===== src/rtl/frog_move_ctrl.sv =====
`default_nettype none
// +--------------------------------------------------------------------------+
// | frog_move_ctrl : debounced tile-stepping frog position with hit/win FSM  |
// | Revision 1.0                                                             |
// +--------------------------------------------------------------------------+
module frog_move_ctrl #(
  parameter int TILE_SIZE       = 32,
  parameter int H_VISIBLE_AREA  = 640,
  parameter int V_VISIBLE_AREA  = 480,
  parameter int START_X         = 320,
  parameter int START_Y         = 448,
  parameter int DEBOUNCE_CYCLES = 250000,
  parameter int REPEAT_FRAMES   = 12,
  parameter int HIT_FRAMES      = 30
) (
  input  logic       i_Clk,
  input  logic       i_Rst,
  input  logic       i_Up,
  input  logic       i_Down,
  input  logic       i_Left,
  input  logic       i_Right,
  input  logic       i_Frame_Tick,
  input  logic       i_Collision,
  output logic [9:0] o_X_Position,
  output logic [9:0] o_Y_Position,
  output logic       o_Level_Up,
  output logic       o_Hit
);

  localparam int c_DB_W  = (DEBOUNCE_CYCLES > 1) ? $clog2(DEBOUNCE_CYCLES) : 1;
  localparam int c_REP_W = (REPEAT_FRAMES > 1) ? $clog2(REPEAT_FRAMES) : 1;
  localparam int c_HIT_W = (HIT_FRAMES > 1) ? $clog2(HIT_FRAMES) : 1;

  localparam logic [10:0]        c_TILE    = 11'(TILE_SIZE);
  localparam logic [10:0]        c_X_MAX   = 11'(H_VISIBLE_AREA - TILE_SIZE);
  localparam logic [10:0]        c_Y_MAX   = 11'(V_VISIBLE_AREA - TILE_SIZE);
  localparam logic [9:0]         c_START_X = 10'(START_X);
  localparam logic [9:0]         c_START_Y = 10'(START_Y);
  localparam logic [c_DB_W-1:0]  c_DB_LAST  = c_DB_W'(DEBOUNCE_CYCLES - 1);
  localparam logic [c_REP_W-1:0] c_REP_LAST = c_REP_W'(REPEAT_FRAMES - 1);
  localparam logic [c_HIT_W-1:0] c_HIT_LAST = c_HIT_W'(HIT_FRAMES - 1);

  // Direction index: 0 = Up, 1 = Down, 2 = Left, 3 = Right (also the priority order)
  localparam logic [1:0] c_DIR_UP    = 2'd0;
  localparam logic [1:0] c_DIR_DOWN  = 2'd1;
  localparam logic [1:0] c_DIR_LEFT  = 2'd2;
  localparam logic [1:0] c_DIR_RIGHT = 2'd3;

  typedef enum logic [1:0] {
    S_PLAY = 2'd0,
    S_HIT  = 2'd1,
    S_WIN  = 2'd2
  } state_t;

  logic [3:0]         w_raw;
  logic [3:0]         r_sync1;
  logic [3:0]         r_sync2;
  logic [3:0]         w_db;
  logic [3:0]         r_db_prev;
  logic [3:0]         w_press;
  logic [3:0]         w_release;
  logic               w_press_any;
  logic [1:0]         w_press_dir;
  logic               w_rep_fire;
  logic               w_step_req;
  logic [1:0]         w_step_dir;
  logic [10:0]        w_nx;
  logic [10:0]        w_ny;
  logic               w_legal;

  state_t             r_state;
  logic [9:0]         r_x;
  logic [9:0]         r_y;
  logic               r_level_up;
  logic               r_hit;
  logic               r_rep_active;
  logic [1:0]         r_rep_dir;
  logic [c_REP_W-1:0] r_rep_cnt;
  logic [c_HIT_W-1:0] r_hit_cnt;

  assign w_raw = {i_Right, i_Left, i_Down, i_Up};

  always_ff @(posedge i_Clk) begin
    if (i_Rst) begin
      r_sync1 <= 4'b0;
      r_sync2 <= 4'b0;
    end else begin
      r_sync1 <= w_raw;
      r_sync2 <= r_sync1;
    end
  end

  generate
    for (genvar gi = 0; gi < 4; gi++) begin : g_btn
      logic [c_DB_W-1:0] r_cnt;
      logic              r_level;

      always_ff @(posedge i_Clk) begin
        if (i_Rst) begin
          r_cnt   <= '0;
          r_level <= 1'b0;
        end else if (r_sync2[gi] == r_level) begin
          r_cnt <= '0;
        end else if (r_cnt == c_DB_LAST) begin
          r_cnt   <= '0;
          r_level <= ~r_level;
        end else begin
          r_cnt <= r_cnt + 1'b1;
        end
      end

      assign w_db[gi] = r_level;
    end
  endgenerate

  assign w_press     = w_db & ~r_db_prev;
  assign w_release   = ~w_db & r_db_prev;
  assign w_press_any = |w_press;

  always_comb begin
    w_press_dir = c_DIR_RIGHT;
    if (w_press[0])      w_press_dir = c_DIR_UP;
    else if (w_press[1]) w_press_dir = c_DIR_DOWN;
    else if (w_press[2]) w_press_dir = c_DIR_LEFT;
  end

  assign w_rep_fire = r_rep_active && w_db[r_rep_dir] && i_Frame_Tick && (r_rep_cnt == c_REP_LAST);
  assign w_step_req = w_press_any || w_rep_fire;
  assign w_step_dir = w_press_any ? w_press_dir : r_rep_dir;

  // 11-bit math: a step below zero wraps far above the limit, so one compare catches both edges
  always_comb begin
    w_nx = {1'b0, r_x};
    w_ny = {1'b0, r_y};
    case (w_step_dir)
      c_DIR_UP:    w_ny = {1'b0, r_y} - c_TILE;
      c_DIR_DOWN:  w_ny = {1'b0, r_y} + c_TILE;
      c_DIR_LEFT:  w_nx = {1'b0, r_x} - c_TILE;
      default:     w_nx = {1'b0, r_x} + c_TILE;
    endcase
    w_legal = (w_nx <= c_X_MAX) && (w_ny <= c_Y_MAX);
  end

  always_ff @(posedge i_Clk) begin
    if (i_Rst) begin
      r_state      <= S_PLAY;
      r_x          <= c_START_X;
      r_y          <= c_START_Y;
      r_level_up   <= 1'b0;
      r_hit        <= 1'b0;
      r_db_prev    <= 4'b0;
      r_rep_active <= 1'b0;
      r_rep_dir    <= c_DIR_UP;
      r_rep_cnt    <= '0;
      r_hit_cnt    <= '0;
    end else begin
      r_db_prev  <= w_db;
      r_level_up <= 1'b0;
      case (r_state)
        S_PLAY: begin
          if (i_Collision) begin
            r_state      <= S_HIT;
            r_hit        <= 1'b1;
            r_hit_cnt    <= '0;
            r_rep_active <= 1'b0;
            r_rep_cnt    <= '0;
          end else begin
            if (w_press_any) begin
              r_rep_active <= 1'b1;
              r_rep_dir    <= w_press_dir;
              r_rep_cnt    <= '0;
            end else if (!w_db[r_rep_dir]) begin
              r_rep_active <= 1'b0;
              r_rep_cnt    <= '0;
            end else if (|w_release) begin
              r_rep_cnt <= '0;
            end else if (r_rep_active && i_Frame_Tick) begin
              r_rep_cnt <= w_rep_fire ? '0 : r_rep_cnt + 1'b1;
            end

            if (w_step_req && w_legal) begin
              r_x <= w_nx[9:0];
              r_y <= w_ny[9:0];
              if (w_ny == 11'd0) begin
                r_state      <= S_WIN;
                r_level_up   <= 1'b1;
                r_rep_active <= 1'b0;
                r_rep_cnt    <= '0;
              end
            end
          end
        end

        S_HIT: begin
          r_rep_active <= 1'b0;
          r_rep_cnt    <= '0;
          if (i_Frame_Tick) begin
            if (r_hit_cnt == c_HIT_LAST) begin
              r_state   <= S_PLAY;
              r_hit     <= 1'b0;
              r_hit_cnt <= '0;
              r_x       <= c_START_X;
              r_y       <= c_START_Y;
            end else begin
              r_hit_cnt <= r_hit_cnt + 1'b1;
            end
          end
        end

        S_WIN: begin
          r_state      <= S_PLAY;
          r_x          <= c_START_X;
          r_y          <= c_START_Y;
          r_rep_active <= 1'b0;
          r_rep_cnt    <= '0;
        end

        default: begin
          r_state <= S_PLAY;
        end
      endcase
    end
  end

  assign o_X_Position = r_x;
  assign o_Y_Position = r_y;
  assign o_Level_Up   = r_level_up;
  assign o_Hit        = r_hit;

endmodule
`default_nettype wire


===== config.mk =====
export PLATFORM = sky130hd
export DESIGN_NAME = frog_move_ctrl
export DESIGN_NICKNAME = d
export VERILOG_FILES = /design/src/rtl/frog_move_ctrl.sv
export SDC_FILE = /design/constraint.sdc
export NUM_CORES = 1
export LEC_CHECK = 0
export CAP_MARGIN = 10
export CORE_MARGIN = 4
export CORE_UTILIZATION = 50
export CTS_BUF_LIST = sky130_fd_sc_hd__clkbuf_16
export DETAILED_ROUTE_END_ITERATION = 16
export GPL_TIMING_DRIVEN = 0
export PLACE_DENSITY = 0.68
export SYNTH_ARGS = -nofsm -noshare
export SYNTH_HDL_FRONTEND = slang
export SYNTH_SLANG_ARGS = --single-unit
export TNS_END_PERCENT = 20

===== constraint.sdc =====
create_clock -name i_Clk -period 4.8 [get_ports i_Clk]
set_input_delay 1.2 -clock i_Clk [delete_from_list [all_inputs] [get_ports i_Clk]]
set_output_delay 1.2 -clock i_Clk [all_outputs]
set_load 0.1 [all_outputs]

==> impl_metrics.env, run 1 <==
export IMPL_core_rowCount=38
export IMPL_crit_chain="nor2b_4 -> buf_6 -> o311ai_2 -> buf_2 -> nor2_1 -> xor2_1 -> ha_1 -> or3_1 -> a21o_1 -> o21ai_0 -> and2_1 -> o32a_1 -> o31a_1 -> a31oi_4 -> or4_4 -> o32a_1"
export IMPL_gp_congestion=0.865
export IMPL_viasPerCell=5.43
export IMPL_multi_input_area_um2=3220
export IMPL_power_density_nw_per_um2=348
export IMPL_tritoncts_num_buffers=17
export IMPL_synthAdderAreaFrac=0.0430
export IMPL_tightest_slew_ps=976
export IMPL_fin_nets=738
export IMPL_finalClockSkew_ps=9.78
export IMPL_fin_cells=863
export IMPL_slew_headroom=0.347
export IMPL_post_cts_buffers=0
export IMPL_cts_sinks=114
export IMPL_grt_max_degree=17
export IMPL_grt_overflow=0
export IMPL_syn2layout_area_growth_pct=16.2
export IMPL_peakVddDrop_v=0.000174
export IMPL_cts_clk_slew_worst_paths_ps=50
export IMPL_die_h_um=115
export IMPL_postSynthAreaPerCell_um2=8.58
export IMPL_vias=4689
export IMPL_hold_viol=0
export IMPL_grt_usage=0.181
export IMPL_seqCellArea_um2=2280
export IMPL_worst_path_most_repeated_cell="o32a_1"
export IMPL_clockBufferDepth=2
export IMPL_fin_tns_setup_ps=0
export IMPL_status="completed"
export IMPL_cellLeakagePower_nw=2.33
export IMPL_syn_inst=664
export IMPL_clock_latency_ps=410
export IMPL_boundaryPins=30
export IMPL_cts_tree="yes"
export IMPL_port_buffers=19
export IMPL_die_area_um2=13200
export IMPL_drtIter0Drc=282
export IMPL_r2r_start="g_btn[2].r_level"
export IMPL_core_area_um2=11000
export IMPL_ys_types=66
export IMPL_worst_path_largest_cell_delay_ps=490
export IMPL_synth_compound_area_frac=0.0872
export IMPL_synth_xor_xnor_area_share=0.112
export IMPL_ant_nets=0
export IMPL_muxShareOfSynthArea=0.0152
export IMPL_htree_levels=4
export IMPL_dp_cells=832
export IMPL_fin_crit_sh=0.879
export IMPL_fill_cells=958
export IMPL_hold_depth=1
export IMPL_synth_area_leaders="dfxtp_1, nor2_1, xor2_1"
export IMPL_diodes=0
export IMPL_yosys_register_bits=114
export IMPL_drive_gt1_frac=0.0788
export IMPL_hold_path_class="reg2reg"
export IMPL_initial_core_util=0.519
export IMPL_reg2reg_to="o_X_Position[6]"
export IMPL_drv_slew=0
export IMPL_worst_setup_path_start_kind="register"
export IMPL_antenna_found_initial=0
export IMPL_grt_pass1_vias=4379
export IMPL_finalSetupViolCount=0
export IMPL_synthSimpleGateAreaFrac=0.301
export IMPL_crit_fanout=10
export IMPL_synth_edf_count=0
export IMPL_cts_root_buf="clkbuf_16"
export IMPL_post_cts_resized=0
export IMPL_die_x_um=115
export IMPL_finalCriticalPeriod_ps=4220
export IMPL_synth_flop_cell="dfxtp_1"
export IMPL_cts_hold_buf=0
export IMPL_rsz0062_at_grt="no"
export IMPL_dp_hpwl_um=8050
export IMPL_seq_area_frac_synth=0.401
export IMPL_final_util=0.603
export IMPL_drc=0
export IMPL_reg2reg_depth=16
export IMPL_yosysTopAreaCell="dfxtp_1"
export IMPL_grt_pass1_wl_um=19400
export IMPL_r2r_slack_ps=580
export IMPL_max_cap_violations=0
export IMPL_yosysTopAreaCellShare=0.401
export IMPL_netlist_area_um2=5700
export IMPL_cp_required_ps=5090
export IMPL_worst_setup_path_type="reg2reg"
export IMPL_synth_top_family_by_area="simple AND/OR/NAND/NOR gates"
export IMPL_cp_slowest_cell="or4_4"
export IMPL_wl_per_cell_um=13.2
export IMPL_async_flop_share=0
export IMPL_min_to="g_btn[3].r_cnt[0]"
export IMPL_drt_pass1_iterations=6
export IMPL_fmax_mhz=237
export IMPL_hold_start="g_btn[3].r_cnt[0]"
export IMPL_wl_um=11400
export IMPL_ys_warn_count=0
export IMPL_crit_arrival_ps=4510
export IMPL_critPathCaptureType="register"
## per-stage QoR
stage                     hold slack (ps)  worst slack [ps]  instance area, um^2  total power (W)
final                                 439               579                 6620          0.00230
after global routing                  459               339                 6620          0.00238
after CTS                             445               574                 6620          0.00233
after detailed placement              426               625                 6100          0.00120
after global placement                424               698                 6100          0.00120
after floorplan                       413              1160                 5730          0.00116
## cells in the mapped netlist (2+ instances only)
master,instances
a2111oi_2,2
a211o_1,2
a21o_1,3
a21oi_1,21
a22oi_1,2
a2bb2oi_1,2
a311oi_1,2
a31oi_1,4
and2_1,6
and2b_1,2
and3_1,8
and4_1,3
buf_2,2
buf_4,10
clkbuf_1,16
dfxtp_1,114
ha_1,18
inv_1,19
mux2i_1,6
nand2_1,40
nand2b_1,9
nand3_1,40
nand3b_1,2
nand4_1,23
nand4b_1,2
nor2_1,119
nor2b_1,22
nor3_1,15
nor3b_1,2
nor4_1,10
nor4b_1,6
o21ai_0,11
o22ai_1,3
o32a_1,3
or3_1,12
or4_4,2
xnor2_1,31
xor2_1,42
## power breakdown
part           switching [W]  internal, W  leakage [nW]
clock network       0.000424     0.000694         0.263
registers          0.0000124     0.000960         0.921
logic               0.000152    0.0000617          1.15
## cell families after synthesis
| family | count (synthesis) |
|---|---|
| adders and majority gates | 19 |
| AOI/OAI and AO/OA | 69 |
| xor gates and xnor gates | 73 |
| other | 1 |
| muxes | 7 |
| DFF | 114 |
| buffers and inverters | 48 |
| and+or+nand+nor | 333 |
## state kept, by name (all words and copies together), names as in the netlist
| name | cells |
|---|---|
| g_btn.r_cnt | 72 |
| o_X_Position | 5 |
| r_db_prev | 4 |
| r_sync2 | 4 |
| r_rep_cnt | 4 |
| r_rep_dir | 2 |
| r_rep_active | 1 |
| g_btn.r_level | 4 |
| r_sync1 | 4 |
| r_hit_cnt | 5 |
| o_Y_Position | 5 |
| r_state | 2 |
| o_Level_Up | 1 |
| o_Hit | 1 |
## how the worst max path moves through the flow
stage	startpoint	endpoint	slack, ps
floorplan	g_btn[2].r_level	o_X_Position[8]	1160
global placement	g_btn[2].r_level	o_X_Position[6]	700
detailed placement	g_btn[2].r_level	o_X_Position[8]	630
CTS	g_btn[2].r_level	o_X_Position[6]	570
global route	g_btn[2].r_level	o_X_Position[8]	340
finish	g_btn[2].r_level	o_X_Position[6]	580
## area by class of cell
| class | instances | area share |
|---|---|---|
| repair buffers | 19 | 0.0287 |
| clock inverters | 14 | 0.0153 |
| clock buffers | 17 | 0.0642 |
| plain buffers | 29 | 0.0236 |
| flip-flops and latches | 114 | 0.345 |
| multi-input cells | 511 | 0.486 |
| inverters | 19 | 0.0108 |
| well taps | 140 | 0.0264 |
## routing by layer
| layer | vias up | routed length (um) | track usage |
|---|---|---|---|
| met5 | - | 0 | 0 |
| met4 | 0 | 231 | 0.0782 |
| met3 | 21 | 463 | 0.0495 |
| met2 | 98 | 5340 | 0.297 |
| met1 | 2195 | 5360 | 0.223 |
| li1 | 2375 | - | - |
## critical path: cells and delay by family, from the launching register on
kind | cells | cell delay [ps]
and+or+nand+nor | 5 | 1360
xor gates and xnor gates | 1 | 160
AOI/OAI and AO/OA | 7 | 1500
DFF | 1 | 380
buffers and inverters | 2 | 440
adders and majority gates | 1 | 270
## cell usage in the layout, fill, tap and decap left out, drive strengths merged, types with 13 or more instances in the layout
master / synthesis / routed
dfxtp: 114 / 114
o21ai: 13 / 13
nor2b: 23 / 23
xor2: 42 / 42
xnor2: 31 / 31
ha: 18 / 18
clkbuf: 16 / 33
inv: 19 / 21
nor3: 17 / 17
a21oi: 21 / 21
nor2: 120 / 120
nand3: 40 / 40
clkdlybuf4s50: 0 / 19
buf: 13 / 13
nand4: 23 / 23
nand2: 40 / 40
Power figures use the tool's default switching activity.
==> run 2: changes to the inputs <==
--- a/config.mk
+++ b/config.mk
@@ -8,7 +8,7 @@
 export CAP_MARGIN = 10
 export CORE_MARGIN = 4
 export CORE_UTILIZATION = 50
-export CTS_BUF_LIST = sky130_fd_sc_hd__clkbuf_16
+export CTS_BUF_LIST = sky130_fd_sc_hd__clkbuf_2
 export DETAILED_ROUTE_END_ITERATION = 16
 export GPL_TIMING_DRIVEN = 0
 export PLACE_DENSITY = 0.68
==> impl_metrics.env, run 2 (synthesis gave the netlist of run 1 again) <==
export IMPL_status="completed"
export IMPL_fmax_mhz=238
export IMPL_grt_pass1_vias=4342
export IMPL_gp_congestion=0.865
export IMPL_largest_reg_flops=72
export IMPL_power_density_nw_per_um2=274
export IMPL_tritoncts_num_buffers=17
export IMPL_die_x_um=115
export IMPL_max_cap_violations=0
export IMPL_peakVddDrop_v=0.000159
export IMPL_post_cts_resized=0
export IMPL_cp_required_ps=5360
export IMPL_drtIter0Drc=324
export IMPL_grt_max_degree=17
export IMPL_crit_arrival_ps=4760
export IMPL_clock_latency_ps=670
export IMPL_initial_core_util=0.519
export IMPL_core_area_um2=11000
export IMPL_wl_um=11200
export IMPL_holdWs_ps=452
export IMPL_cts_clk_slew_worst_paths_ps=160
export IMPL_dp_hpwl_um=8050
export IMPL_drive_gt1_frac=0.0816
export IMPL_crit_path_start="g_btn[2].r_level"
export IMPL_fin_crit_sh=0.875
export IMPL_vias=4669
export IMPL_fin_tns_setup_ps=0
export IMPL_final_cell_mix="nor2_1, dfxtp_1, xor2_1"
export IMPL_hold_start="g_btn[3].r_cnt[0]"
export IMPL_finalClockSkew_ps=29.3
export IMPL_port_buffers=19
export IMPL_worst_setup_path_start_kind="register"
export IMPL_die_area_um2=13200
export IMPL_clockBufferDepth=2
export IMPL_fin_nets=738
export IMPL_cts_hold_buf=0
export IMPL_cts_tree="yes"
export IMPL_hold_path_class="reg2reg"
export IMPL_hold_viol=0
export IMPL_htree_levels=4
export IMPL_cts_root_buf="clkbuf_2"
export IMPL_cts_sinks=114
export IMPL_diodes=0
export IMPL_syn2layout_area_growth_pct=10.3
export IMPL_viasPerCell=5.41
export IMPL_slew_headroom=0.348
export IMPL_ant_nets=0
export IMPL_worst_setup_path_type="reg2reg"
export IMPL_core_rowCount=38
export IMPL_crit_fanout=10
export IMPL_largest_register="g_btn.r_cnt"
export IMPL_final_common_cell="nor2_1"
export IMPL_r2r_start="g_btn[2].r_level"
export IMPL_cellLeakagePower_nw=2.19
export IMPL_post_cts_buffers=0
export IMPL_grt_pass1_wl_um=19200
export IMPL_rsz0062_at_grt="no"
export IMPL_boundaryPins=30
export IMPL_finalSetupViolCount=0
export IMPL_antenna_found_initial=0
export IMPL_critPathCaptureType="register"
export IMPL_grt_usage=0.178
export IMPL_wl_per_cell_um=13.0
export IMPL_die_h_um=115
export IMPL_grt_overflow=0
export IMPL_drt_pass1_iterations=5
export IMPL_finalCriticalPeriod_ps=4200
export IMPL_drc=0
export IMPL_drv_slew=0
export IMPL_tightest_slew_ps=976
[run 2: changes by cell type in the layout (fill, tap and decap cells not counted)]
cell / change
clkbuf_2: +19
clkbuf_16: -17
inv_1: -2
[run 2: worst max-delay path, stage by stage, from the launching register on]
cell,delay [ps]
dfxtp_1,410
nor2b_4,150
buf_6,130
o311ai_2,410
buf_2,310
nor2_1,90
xor2_1,150
ha_1,260
or3_1,360
a21o_1,180
o21ai_0,120
and2_1,250
o32a_1,170
o31a_1,250
a31oi_4,190
or4_4,490
o32a_1,190
[run 2: per-stage QoR]
| step | area [um^2] | utilization | instances | setup WS [ps] | total power [W] |
|---|---|---|---|---|---|
| floorplan | 5730 | - | 673 | 1160 | 0.00116 |
| global placement | 6100 | 0.555 | 832 | 698 | 0.00120 |
| detailed placement | 6100 | 0.555 | 832 | 625 | 0.00120 |
| CTS | 6290 | 0.572 | 863 | 593 | 0.00175 |
| global route | 6290 | 0.572 | 863 | 358 | 0.00181 |
| finish | 6290 | 0.572 | 863 | 599 | 0.00172 |
[run 2: final timing paths]
path / endpoint / slack [ps] / cells after the start
setup / recovery: o_X_Position[6] / 600 / 16
hold / removal: g_btn[3].r_cnt[0] / 450 / 1
setup reg to reg: o_X_Position[6] / 600 / 16
hold reg to reg: g_btn[3].r_cnt[0] / 450 / 1
[run 2: power by group]
| part | switching (W) | total, W | internal [W] |
|---|---|---|---|
| clock network | 0.000358 | 0.000538 | 0.000180 |
| registers | 0.0000124 | 0.000972 | 0.000959 |
| logic | 0.000151 | 0.000213 | 0.0000616 |
[run 2: cell type report]
type	count	area [um^2]
Clock buffer	19	95.1
Inverter	19	71.3
Clock inverter	12	93.8
Multi-Input combinational cell	511	3220
Timing Repair Buffer	19	190
Buffer	29	156
Sequential cell	114	2280
Fill cell	1020	4700
Tap cell	140	175
[run 2: layer usage]
metal | vias up | global-route usage | wire length (um)
met3 | 11 | 0.0547 | 452
met5 | - | 0 | 0
met4 | 0 | 0.0634 | 119
met1 | 2196 | 0.220 | 5330
met2 | 82 | 0.295 | 5290
li1 | 2380 | - | -
==> run 3: changes to the inputs <==
--- a/config.mk
+++ b/config.mk
@@ -6,6 +6,7 @@
 export NUM_CORES = 1
 export LEC_CHECK = 0
 export CAP_MARGIN = 10
+export CORE_ASPECT_RATIO = 1.5
 export CORE_MARGIN = 4
 export CORE_UTILIZATION = 50
 export CTS_BUF_LIST = sky130_fd_sc_hd__clkbuf_2
==> impl_metrics.env, run 3 (synthesis gave the netlist of run 1 again) <==
export IMPL_status="completed"
export IMPL_finalSetupViolCount=0
export IMPL_cts_hold_buf=0
export IMPL_cts_root_buf="clkbuf_2"
export IMPL_crit_path_start="g_btn[2].r_level"
export IMPL_die_h_um=139
export IMPL_cp_required_ps=5360
export IMPL_drive_gt1_frac=0.0830
export IMPL_htree_levels=4
export IMPL_grt_usage=0.186
export IMPL_final_cell_mix="nor2_1, dfxtp_1, xor2_1"
export IMPL_reg2reg_to="o_X_Position[8]"
export IMPL_peakVddDrop_v=0.000193
export IMPL_ant_nets=0
export IMPL_cp_endpoint="o_X_Position[8]"
export IMPL_final_util=0.575
export IMPL_hold_path_class="reg2reg"
export IMPL_cp_depth=16
export IMPL_boundaryPins=30
export IMPL_crit_arrival_ps=4660
export IMPL_worst_setup_path_start_kind="register"
export IMPL_finalClockSkew_ps=27.0
export IMPL_crit_chain="nor2b_4 -> buf_6 -> o311ai_2 -> buf_2 -> nor2_1 -> xor2_1 -> ha_1 -> or3_1 -> a21o_1 -> o21ai_0 -> and2_1 -> o32a_1 -> o31a_1 -> a31oi_4 -> or4_4 -> o32a_1"
export IMPL_wl_um=11600
export IMPL_finalCriticalPeriod_ps=4100
export IMPL_fin_tns_setup_ps=0
export IMPL_cp_top_family="compound AO/OA/AOI/OAI gates"
export IMPL_r2r_slack_ps=700
export IMPL_clockBufferDepth=2
export IMPL_viasPerCell=5.38
export IMPL_fin_crit_sh=0.854
export IMPL_grt_overflow=0
export IMPL_fin_nets=738
export IMPL_drv_slew=0
export IMPL_r2r_start="g_btn[2].r_level"
export IMPL_drt_pass1_iterations=4
export IMPL_syn2layout_area_growth_pct=12.2
export IMPL_slew_headroom=0.344
export IMPL_dp_hpwl_um=8510
export IMPL_wl_per_cell_um=13.3
export IMPL_largest_register="g_btn.r_cnt"
export IMPL_cellLeakagePower_nw=2.24
export IMPL_post_cts_buffers=0
export IMPL_fmax_mhz=244
export IMPL_port_buffers=19
export IMPL_tightest_slew_ps=982
export IMPL_largest_reg_flops=72
export IMPL_hold_depth=1
export IMPL_die_x_um=95.2
export IMPL_tritoncts_num_buffers=17
export IMPL_worst_path_largest_cell_delay_ps=500
export IMPL_initial_core_util=0.513
export IMPL_grt_pass1_wl_um=20200
export IMPL_final_common_cell="nor2_1"
export IMPL_critPathBufInv=2
export IMPL_hold_viol=0
export IMPL_drtIter0Drc=171
export IMPL_grt_max_degree=17
export IMPL_cts_sinks=114
export IMPL_drc=0
export IMPL_core_area_um2=11100
export IMPL_gp_congestion=0.869
export IMPL_crit_fanout=10
export IMPL_clock_latency_ps=660
export IMPL_antenna_found_initial=1
export IMPL_critPathCaptureType="register"
export IMPL_max_cap_violations=0
export IMPL_vias=4687
export IMPL_worst_setup_path_type="reg2reg"
export IMPL_cts_clk_slew_worst_paths_ps=170
export IMPL_power_density_nw_per_um2=303
export IMPL_worst_path_most_repeated_cell="o32a_1"
export IMPL_reg2reg_depth=16
export IMPL_rsz0062_at_grt="no"
export IMPL_post_cts_resized=0
export IMPL_core_rowCount=47
export IMPL_cts_tree="yes"
export IMPL_grt_pass1_vias=4579
export IMPL_cp_slowest_cell="or4_4"
export IMPL_die_area_um2=13200
[run 3: power breakdown]
group	switching (W)	internal [W]
Combinational	0.000154	0.0000616
Sequential	0.0000131	0.000959
Clock	0.000356	0.000391
Total	0.000523	0.00141
[run 3: worst reg2reg max path, cell delays in order, from the launching register on]
cell      delay, ps
dfxtp_1         400
nor2b_4         150
buf_6           130
o311ai_2        370
buf_2           290
nor2_1           90
xor2_1          150
ha_1            250
or3_1           350
a21o_1          190
o21ai_0          90
and2_1          230
o32a_1          170
o31a_1          260
a31oi_4         200
or4_4           500
o32a_1          190
[run 3: worst min-delay path by stage]
stage	startpoint	endpoint	slack [ps]
2_1_floorplan	g_btn[3].r_cnt[0]	g_btn[3].r_cnt[0]	410
3_3_place_gp	g_btn[3].r_cnt[0]	g_btn[3].r_cnt[0]	420
3_5_place_dp	r_sync1[2]	r_sync2[2]	430
4_1_cts	r_sync1[2]	r_sync2[2]	460
5_1_grt	r_sync1[2]	r_sync2[2]	490
6_report	g_btn[3].r_cnt[0]	g_btn[3].r_cnt[0]	450
[run 3: area by class of cell]
type | count | area, um^2
antenna | 1 | 2.50
buffer | 29 | 156
clock buffer | 19 | 95.1
clock inverter | 12 | 189
fill | 1016 | 4720
inverter | 19 | 71.3
multi-input combinational | 511 | 3220
sequential | 114 | 2280
tap | 147 | 184
timing repair buffer | 19 | 190
[run 3: metal layers]
metal | track usage | vias to the layer above | share of wire
met5 | 0 | - | 0
met4 | 0.0722 | 0 | 0.020
met3 | 0.0565 | 15 | 0.034
met2 | 0.323 | 83 | 0.52
met1 | 0.208 | 2218 | 0.43
li1 | - | 2371 | -
[run 3: metrics by stage]
step           total power, W  worst slack (ps)  std cells  instance area [um^2]  hold slack, ps
3_5_place_dp          0.00121               729        839                  6110             425
3_3_place_gp          0.00120               750        839                  6110             423
5_1_grt               0.00201               409        871                  6390             486
4_1_cts               0.00195               697        870                  6390             457
6_report              0.00193               700        871                  6390             453
2_1_floorplan         0.00116              1160        673                  5730             413
